[config.mk]
export PLATFORM = sky130hd
export DESIGN_NAME = led_status_ctrl
export DESIGN_NICKNAME = d
export VERILOG_FILES = /design/src/rtl/led_status_ctrl.sv
export SDC_FILE = /design/constraint.sdc
export NUM_CORES = 1
export LEC_CHECK = 0
export CAP_MARGIN = 25
export CELL_PAD_IN_SITES_DETAIL_PLACEMENT = 2
export CELL_PAD_IN_SITES_GLOBAL_PLACEMENT = 2
export CORE_MARGIN = 8
export CORE_UTILIZATION = 34
export DETAILED_ROUTE_END_ITERATION = 10
export GPL_ROUTABILITY_DRIVEN = 0
export PLACE_DENSITY_LB_ADDON = 0.1
export REMOVE_ABC_BUFFERS = 1
export SLEW_MARGIN = 20
export SYNTH_ARGS = -nofsm -noshare
export SYNTH_HDL_FRONTEND = slang
export SYNTH_SLANG_ARGS = --single-unit
[constraint.sdc]
create_clock -name ext_clock -period 1.9 [get_ports ext_clock]
set_input_delay 0.38 -clock ext_clock [delete_from_list [all_inputs] [get_ports ext_clock]]
set_output_delay 0.38 -clock ext_clock [all_outputs]
set_load 0.02 [all_outputs]
[src/rtl/led_status_ctrl.sv]
//============================================================================
// led_status_ctrl : heartbeat, pulse-stretched activity and core-reset LEDs.
// Optional feature: define LED_QUIET_EN to freeze all counters while quiet=1.
// Revision: 1.0
//============================================================================
`default_nettype none

module led_status_ctrl #(
  parameter int                 HB_WIDTH    = 23,
  parameter int                 NUM_ACT     = 2,
  parameter int                 STRETCH_LEN = 50000,
  parameter logic [NUM_ACT-1:0] ACT_IDLE    = {NUM_ACT{1'b1}}
) (
  input  logic               ext_clock,
  input  logic               reset,
  input  logic               quiet,
  input  logic [NUM_ACT-1:0] act_in,
  input  logic               core_reset_n,
  output logic               hb_led,
  output logic [NUM_ACT-1:0] act_led,
  output logic               reset_led
);

  localparam int                  C_CNT_W = $clog2(STRETCH_LEN + 1);
  localparam logic [C_CNT_W-1:0]  C_LOAD  = C_CNT_W'(STRETCH_LEN - 1);

  logic                w_freeze;
  logic [HB_WIDTH-1:0] r_hb_cnt;
  logic [NUM_ACT-1:0]  r_sync1;
  logic [NUM_ACT-1:0]  r_sync2;
  logic [NUM_ACT-1:0]  r_ref;
  logic [NUM_ACT-1:0]  w_edge;
  logic                r_reset_led;

`ifdef LED_QUIET_EN
  assign w_freeze = quiet;
`else
  // quiet is accepted for pin compatibility but has no effect in this build
  assign w_freeze = quiet & 1'b0;
`endif

  always_ff @(posedge ext_clock or posedge reset) begin
    if (reset) begin
      r_hb_cnt <= '0;
    end else if (!w_freeze) begin
      r_hb_cnt <= r_hb_cnt + HB_WIDTH'(1);
    end
  end

  assign hb_led = r_hb_cnt[HB_WIDTH-1];

  // Reference keeps tracking during freeze so no stale edge fires afterwards
  always_ff @(posedge ext_clock or posedge reset) begin
    if (reset) begin
      r_sync1 <= ACT_IDLE;
      r_sync2 <= ACT_IDLE;
      r_ref   <= ACT_IDLE;
    end else begin
      r_sync1 <= act_in;
      r_sync2 <= r_sync1;
      r_ref   <= r_sync2;
    end
  end

  assign w_edge = r_sync2 ^ r_ref;

  generate
    for (genvar i = 0; i < NUM_ACT; i++) begin : g_act
      logic [C_CNT_W-1:0] r_cnt;
      logic               r_led;

      always_ff @(posedge ext_clock or posedge reset) begin
        if (reset) begin
          r_cnt <= '0;
          r_led <= 1'b0;
        end else if (!w_freeze) begin
          if (w_edge[i]) begin
            r_cnt <= C_LOAD;
            r_led <= 1'b1;
          end else if (r_cnt != '0) begin
            r_cnt <= r_cnt - C_CNT_W'(1);
          end else begin
            r_led <= 1'b0;
          end
        end
      end

      assign act_led[i] = r_led;
    end
  endgenerate

  always_ff @(posedge ext_clock or posedge reset) begin
    if (reset) begin
      r_reset_led <= 1'b0;
    end else begin
      r_reset_led <= ~core_reset_n;
    end
  end

  assign reset_led = r_reset_led;

endmodule

`default_nettype wire

### Yosys cells after proc, flatten, opt, wreduce, memory -nomap -nowiden

Index checks and enable logic that the tools add are counted.

| operators by class | value |
|---|---|
| add/sub/neg operators | 3 |
| multiply operators | 0 |
| divide/modulo/power cells | 0 |
| magnitude comparators | 0 |
| equal/unequal tests | 2 |
| shift-type cells | 0 |
| muxes and demuxes | 8 |
| bitwise gates (word level) | 2 |
| reductions and logical operators | 4 |

Operators by type and width:

| operator | number |
|---|---|
| two-way mux 16 bit | 4 |
| nonzero test 16 bit | 2 |
| subtractor 16 x 1 -> 16 bit, second input constant | 2 |
| adder 23 x 1 -> 23 bit, second input constant | 1 |
| two-way mux 1 bit | 4 |
| != test 2 bit, second input constant | 2 |
| nonzero test 2 bit | 2 |
| bitwise XOR 2 bit | 1 |
| NOT 1 bit | 1 |

| storage, ports and cells | value |
|---|---|
| register bits after elaboration | 64 |
| latch bits | 0 |
| memory bits (writable) | 0 |
| ROM bits | 0 |
| input port bits | 6 |
| output and inout port bits | 4 |
| word-level logic and storage cells | 28 |
| memories | 0 |

### Logic depth before layout (Yosys ltp)

Gate-level depths: netlist (run 1).

| depth | value |
|---|---|
| word-level depth | 3 |
| gate-level depth with buffers | 7 |
| gate-level depth less buffers | 6 |

### Worst setup path before layout (run 1)

OpenSTA, ideal clock, no wires.

| timing path | value |
|---|---|
| path kind | flip-flop to flip-flop |
| start | reg g_act[0].r_cnt[0] |
| end | reg g_act[0].r_cnt[9] |
| library setup time | 126 ps |
| arrival | 1,868 ps |
| required time | 1,774 ps |
| slack | -95 ps |
| stages on the path, launching flop included | 7 |
| path buffers | 0 |
| period minus slack after synthesis | 1,995 ps |
| cells stage by stage | dfrtp_1 > inv_1 > ha_1 > or3b_2 > nor4_1 > nor2_1 > a221o_1 |

| on the way | value |
|---|---|
| cells in the longest elaborated chain, start to end | 3 |
| elaborated cells on any way between the ends | 5 |
| classes of those cells | 1 x add/sub; 2 x mux; 2 x reduce/logical |

RTL lines:

| item | RTL line | RTL |
|---|---|---|
| start: declaration | 69 | `logic [C_CNT_W-1:0] r_cnt;` |
| start signal: assignment | 81 | `r_cnt <= r_cnt - C_CNT_W'(1);` |
| subtractor 16 x 1 -> 16 bit | 81 |  |
| two-way mux 16 bit | 80 | `end else if (r_cnt != '0) begin` |
| two-way mux 16 bit | 77 | `if (w_edge[i]) begin` |

Several ways; a longest one is shown, not always the timed one. The select of a mux whose other input is x is not followed.
A chain may end at the register's enable or synchronous reset.

### Final worst setup path (run 1)

| timing path | value |
|---|---|
| start | reg g_act[0].r_cnt[7] |
| end | reg g_act[0].r_cnt[9] |

The elaborated chain is that of the path after synthesis.

==> impl_results.md, run 1 <==
- Drt pass-1 iters: 4
- Post-synth EDFFs: 0
- Sink Count: 64
- Status: finished, violations left
- Unrepaired setup endpoints after global routing: yes
- Filler cells: 922
- CTS Hold Bufs: 0
- Core area: 8636 um2
- Diode count: 0
- Largest area contributor in the netlist: dfrtp_1
- Crit Path Max Fanout: 3
- Place WS: -0.09268 ns
- Highest clock rate: 517.2 MHz
- Final min period: 1.934 ns
- Min-delay worst type: reg -> reg
- Ys flop type: dfrtp_1
- Most frequent cells in the layout: 57 x dfrtp_1, 48 x buf_4, 23 x nand2_1, 16 x xnor2_1, 14 x nand3_1
- CP max stage cell: or4_4
- Routed WL: 8035 um
- Crit Path Class: reg -> reg
- Remaining DRCs: 0
- Chip Height: 109.7 um
- Sw Share: 25.26%
- Non-Filler Instances: 461
- Largest net degree at the start of global routing: 65
- Worst-Skew Late Latency: 0.35 ns
- Hpwl dp: 5321 um
- Max Cap Viol: 0
- Initial antenna violation count: 0
- Synth warn: 0
- Leak: 1.623 nW
- Avg Cell Area, Syn: 10.60 um2
- Max H-tree Level: 3
- Yosys top cell area share: 48.58%
- Post-route antenna net violation count: 0
- Post-synth ARST share: 100.0%
- Final setup vio count: 2
- IO buf count: 8
- Post-route clock period utilization: 101.8%
- Crit path cell chain: or4_4 > buf_6 > nor4_4 > buf_4 > nor2_2 > a221o_1
- Final #Nets: 357
- Avg WL per Cell: 17.43 um
- Clk slew on worst S/H paths: 0.08 ns
- Pint: 2.242 mW
- Most common cell after layout, fill and taps aside: dfrtp_1
- Area contributors post-synth: dfrtp_1 49%, dfstp_2 5.3%, xnor2_1 4.7%, xor2_1 3.5%, nand2_1 3.1%
- Final WS setup: -0.03358 ns
- Sequential share of the synthesized area: 53.85%
- Vias in the first global route: 2746
- Worst setup EP type: flip-flop
- First-pass GRT wire length: 13660 um
- Max-slew violation count: 0
- Total Neg Setup Slack: -0.06280 ns
- Worst-Margin Slew: 0.8725 ns
- Final instance area: 3939 um2
- Die Wd: 109.7 um
- DR iter-0 viols: 44
- Sequential Power Share: 47.3%
- Initial Utilization: 34.60%
- Vias/cell: 5.315
- Synth Instances: 282
- Via count: 2450
- Cell Area, Synth: 2988 um2
- Row count: 34
- Top Ports: 10
- Die ar.: 12040 um2
- Combinational power share: 7.1%
- CP required: 2.13 ns
- Layout Skew: 0.01232 ns
- Failing checks: setup timing
- Synth cell types: 45
- Critical Path Start Type: flip-flop
- Inserted Clock Buffers: 9
- Worst hold slack: 0.3612 ns
- Hold Fails Final Rpt: 0
- Overflow after GRT: 0
- Cell Pwr Density: 761.4 nW/um2
- Clock power frac: 45.6%
- Layout cells sized above 1: 30.03%
- Sw power: 757.4 uW
- Placed Cells: 439
- CTS max path bufs: 2
- CTS root buf: clkbuf_8
- VDD IR max: 361.4 uV
- CTS tree: yes
- Crit-path max cell delay: 0.55 ns
- Critical Path AT: 2.16 ns
- Headroom to the max-slew limit: 41.42%
- Register bit total from synthesis: 64
- CP delay by family, top: simple AND/OR/NAND/NOR gates
- CP bufs+invs: 2
- GRT Overall Usage: 14.50%
- Placed Area: 3530 um2
- P&R area growth vs syn: 31.83%
[Yosys cell counts (2+ instances only)]
| master | number |
|---|---|
| a21oi_1 | 13 |
| xnor2_1 | 16 |
| nand4_1 | 10 |
| dfstp_2 | 6 |
| nor3_1 | 7 |
| nor3b_1 | 2 |
| buf_4 | 2 |
| xor2_1 | 12 |
| or3_1 | 8 |
| or2_2 | 2 |
| nand3b_1 | 2 |
| nor2_1 | 13 |
| nor4_1 | 10 |
| nand3_1 | 16 |
| inv_1 | 11 |
| a31o_2 | 2 |
| nor4_2 | 2 |
| ha_1 | 3 |
| and3_1 | 3 |
| o211ai_1 | 2 |
| o31ai_1 | 9 |
| and4_1 | 5 |
| mux2i_1 | 2 |
| o21ai_0 | 10 |
| or3b_2 | 2 |
| dfrtp_1 | 58 |
| or4_1 | 12 |
| nand2_1 | 25 |
[registers in the layout, indices dropped and copies added (netlist names)]
name / count
reset_led: 1
g_act.r_led: 2
r_sync2: 2
r_ref: 2
g_act.r_cnt: 32
r_sync1: 2
r_hb_cnt: 23
[layer usage]
layer | wire length, um | vias to the layer above | track usage, %
li1 | - | 1174 | -
met5 | 0 | - | 0
met1 | 3711 | 1252 | 17.31
met4 | 108 | 0 | 6.750
met3 | 153 | 9 | 2.755
met2 | 4062 | 15 | 24.68
[timing repair]
action / in CTS / in global routing
setup endpoints to repair: 8 / 16
resized for setup: 10 / 23
buffers inserted: 1 / 5
pin swaps: 1 / 8
[area by class of cell]
class	count	area, um2	share of cell area, %
Clock buffer	9	123.9	3.145
Clock inverter	7	102.6	2.605
Inverter	11	41.29	1.048
Multi-Input combinational cell	203	1443	36.63
Sequential cell	64	1610	40.88
Tap cell	108	135.1	3.431
Timing Repair Buffer	59	483.0	12.26
[power groups by stage]
| stage | Sequential [mW] | Clock [mW] | Combinational (mW) |
|---|---|---|---|
| final | 1.42 | 1.37 | 0.212 |
| after global routing | 1.42 | 1.46 | 0.241 |
| after CTS | 1.42 | 1.42 | 0.196 |
| after detailed placement | 1.44 | 0 | 0.195 |
| after global placement | 1.44 | 0 | 0.186 |
| after floorplan | 1.45 | 0 | 0.0856 |
[cell families (layout without fill, tap and decap cells)]
kind of cell / Yosys count / in the layout / synth area share (%)
AOI/OAI and AO/OA: 45 / 45 / 9.841
xor gates and xnor gates: 28 / 28 / 8.208
adders and majority gates: 3 / 3 / 1.256
buffers and inverters: 15 / 86 / 2.177
DFF: 64 / 64 / 53.85
muxes: 2 / 2 / 0.6700
and+or+nand+nor: 125 / 125 / 24.00
[worst paths after layout]
path	cells past startpoint	slack (ns)	from	to
min in group asynchronous	3	0.42	reset	r_hb_cnt[13]
setup / recovery	6	-0.03	g_act[0].r_cnt[7]	g_act[0].r_cnt[9]
hold / removal	0	0.36	r_sync1[1]	r_sync2[1]
hold reg to reg	0	0.36	r_sync1[1]	r_sync2[1]
max in group asynchronous	3	1.14	reset	r_ref[0]
setup reg to reg	6	-0.03	g_act[0].r_cnt[7]	g_act[0].r_cnt[9]
[per-stage QoR]
| stage | power (mW) | utilization [%] |
|---|---|---|
| finish | 2.999 | 45.61 |
| global route | 3.121 | 45.61 |
| CTS | 3.028 | 44.09 |
| detailed placement | 1.636 | 40.87 |
| global placement | 1.625 | 40.87 |
| floorplan | 1.531 | - |
No activity file was read; power rests on OpenSTA's default activity.
==> inputs of run 2 (changes only) <==
CORE_ASPECT_RATIO = 1.1   (was not set)
SKIP_CTS_REPAIR_TIMING = 1   (was not set)
==> run 2 against run 1 <==
Worst setup slack better by 0.0085 ns. Hold slack worse by 0.032 ns. Clock power down 21%. Critical endpoint is now g_act[0].r_cnt[15]. Highest routed layer unchanged. Clock skew down 0.0015 ns. Utilization down 1.4 points. Via count down 1.2%. Combinational power down 8%. Sequential share of layout area up 0.97 points. Total power down 10%. The flow still finishes with violations (setup timing).
==> impl_results.md, run 2 (synthesized netlist as in run 1, its figures left out) <==
- Status: finished, violations left
- Failing checks: setup timing
- Most common cell after layout, fill and taps aside: dfrtp_1
- Placed Cells: 446
- Via count: 2420
- IO buf count: 8
- GRT Overall Usage: 13.77%
- Vias in the first global route: 2659
- Layout Skew: 0.01086 ns
- Diode count: 0
- P&R area growth vs syn: 28.69%
- Cell Pwr Density: 699.9 nW/um2
- Max Cap Viol: 0
- Die Wd: 105.4 um
- VDD IR max: 390.3 uV
- Top reg by flops: g_act.r_cnt
- Worst-Skew Late Latency: 0.35 ns
- Remaining DRCs: 0
- Final WS setup: -0.02504 ns
- Crit path from: g_act[0].r_cnt[10]
- Critical Path Start Type: flip-flop
- Worst hold slack: 0.3287 ns
- CTS tree: yes
- Largest net degree at the start of global routing: 27
- CTS root buf: clkbuf_8
- Most frequent cells in the layout: 58 x dfrtp_1, 45 x buf_4, 24 x nand2_1, 16 x xnor2_1, 14 x nand3_1
- First-pass GRT wire length: 13150 um
- Headroom to the max-slew limit: 42.00%
- Hold Fails Final Rpt: 0
- Overflow after GRT: 0
- Top Ports: 10
- Avg WL per Cell: 16.77 um
- Filler cells: 937
- Final min period: 1.925 ns
- Worst-Margin Slew: 0.8638 ns
- Crit Path Max Fanout: 2
- Initial antenna violation count: 0
- DR iter-0 viols: 34
- Routed WL: 7781 um
- Crit Path Class: reg -> reg
- Vias/cell: 5.216
- Die ar.: 12050 um2
- Leak: 1.610 nW
- Top Registers: g_act.r_cnt: 32 flops, r_hb_cnt: 23 flops
- Highest clock rate: 519.5 MHz
- Chip Height: 114.3 um
- Worst reg2reg path startpoint: g_act[0].r_cnt[10]
- Max-slew violation count: 0
- Max H-tree Level: 3
- Final #Nets: 354
- Row count: 36
- Sink Count: 64
- Final setup vio count: 1
- Min-delay worst type: in -> async
- Core area: 8693 um2
- CTS max path bufs: 2
- Hpwl dp: 5472 um
- Post-route antenna net violation count: 0
- Inserted Clock Buffers: 9
- Worst setup EP type: flip-flop
- Initial Utilization: 34.37%
- Drt pass-1 iters: 4
- Unrepaired setup endpoints after global routing: yes
- Non-Filler Instances: 464
- Post-route clock period utilization: 101.3%
- Total Neg Setup Slack: -0.02504 ns
- Layout cells sized above 1: 26.86%
- Clk slew on worst S/H paths: 0.07 ns
- Critical Path AT: 2.21 ns
- CP required: 2.18 ns
- Max reg flops: 32
[run 2: cell types whose count changed in the layout (fill, tap and decap cells not counted), sizes merged]
cell / delta
inv: -3
buf: -4
bufinv: -2
clkinv: +1
clkbuf: +5
[run 2: final cells by class]
type                       instances  area (um2)  area share, %
multi-input combinational        203        1413          36.74
timing repair buffer              56       462.9          12.04
inverter                          11       41.29          1.074
tap                              114       142.6          3.710
sequential                        64        1609          41.85
clock inverter                     3       17.52         0.4556
clock buffer                      13       158.9          4.133
[run 2: path summary, 6_finish.rpt]
check	end	slack, ns	cells after the start
worst max register to register	g_act[0].r_cnt[15]	-0.03	4
max in group asynchronous	r_ref[1]	1.03	3
worst min-delay path	g_act[0].r_cnt[0]	0.33	2
worst min register to register	r_sync2[1]	0.36	0
min in group ext_clock	r_sync2[1]	0.36	0
worst max-delay path	g_act[0].r_cnt[15]	-0.03	4
[run 2: critical path: stages, from the launching register on]
cell	delay, ns
dfrtp_1	0.38
or4_4	0.54
or4_4	0.43
or4_4	0.43
nand3_2	0.08
[run 2: where the power goes]
group	leakage, nW	internal [mW]	switching, mW	total, mW
registers	0.760	1.39	0.0250	1.42
clock network	0.0894	0.542	0.535	1.08
logic	0.761	0.0858	0.109	0.195
[run 2: per-layer routing]
metal	global-route usage [%]	wire, um	vias to the layer above
met1	16.58	3499	1235
met4	6.286	109	0
li1	-	-	1163
met3	3.153	150	8
met5	0	0	-
met2	22.89	4022	14
[run 2: per-stage QoR]
step	instance area, um2	setup slack (ns)	util (%)	total power, mW
after floorplan	2964	-0.09455	-	1.531
after global placement	3557	-0.09834	40.92	1.624
after detailed placement	3557	-0.1490	40.92	1.633
after CTS	3734	-0.2080	42.95	2.739
after global routing	3845	-0.07506	44.23	2.838
final	3845	-0.02504	44.23	2.691
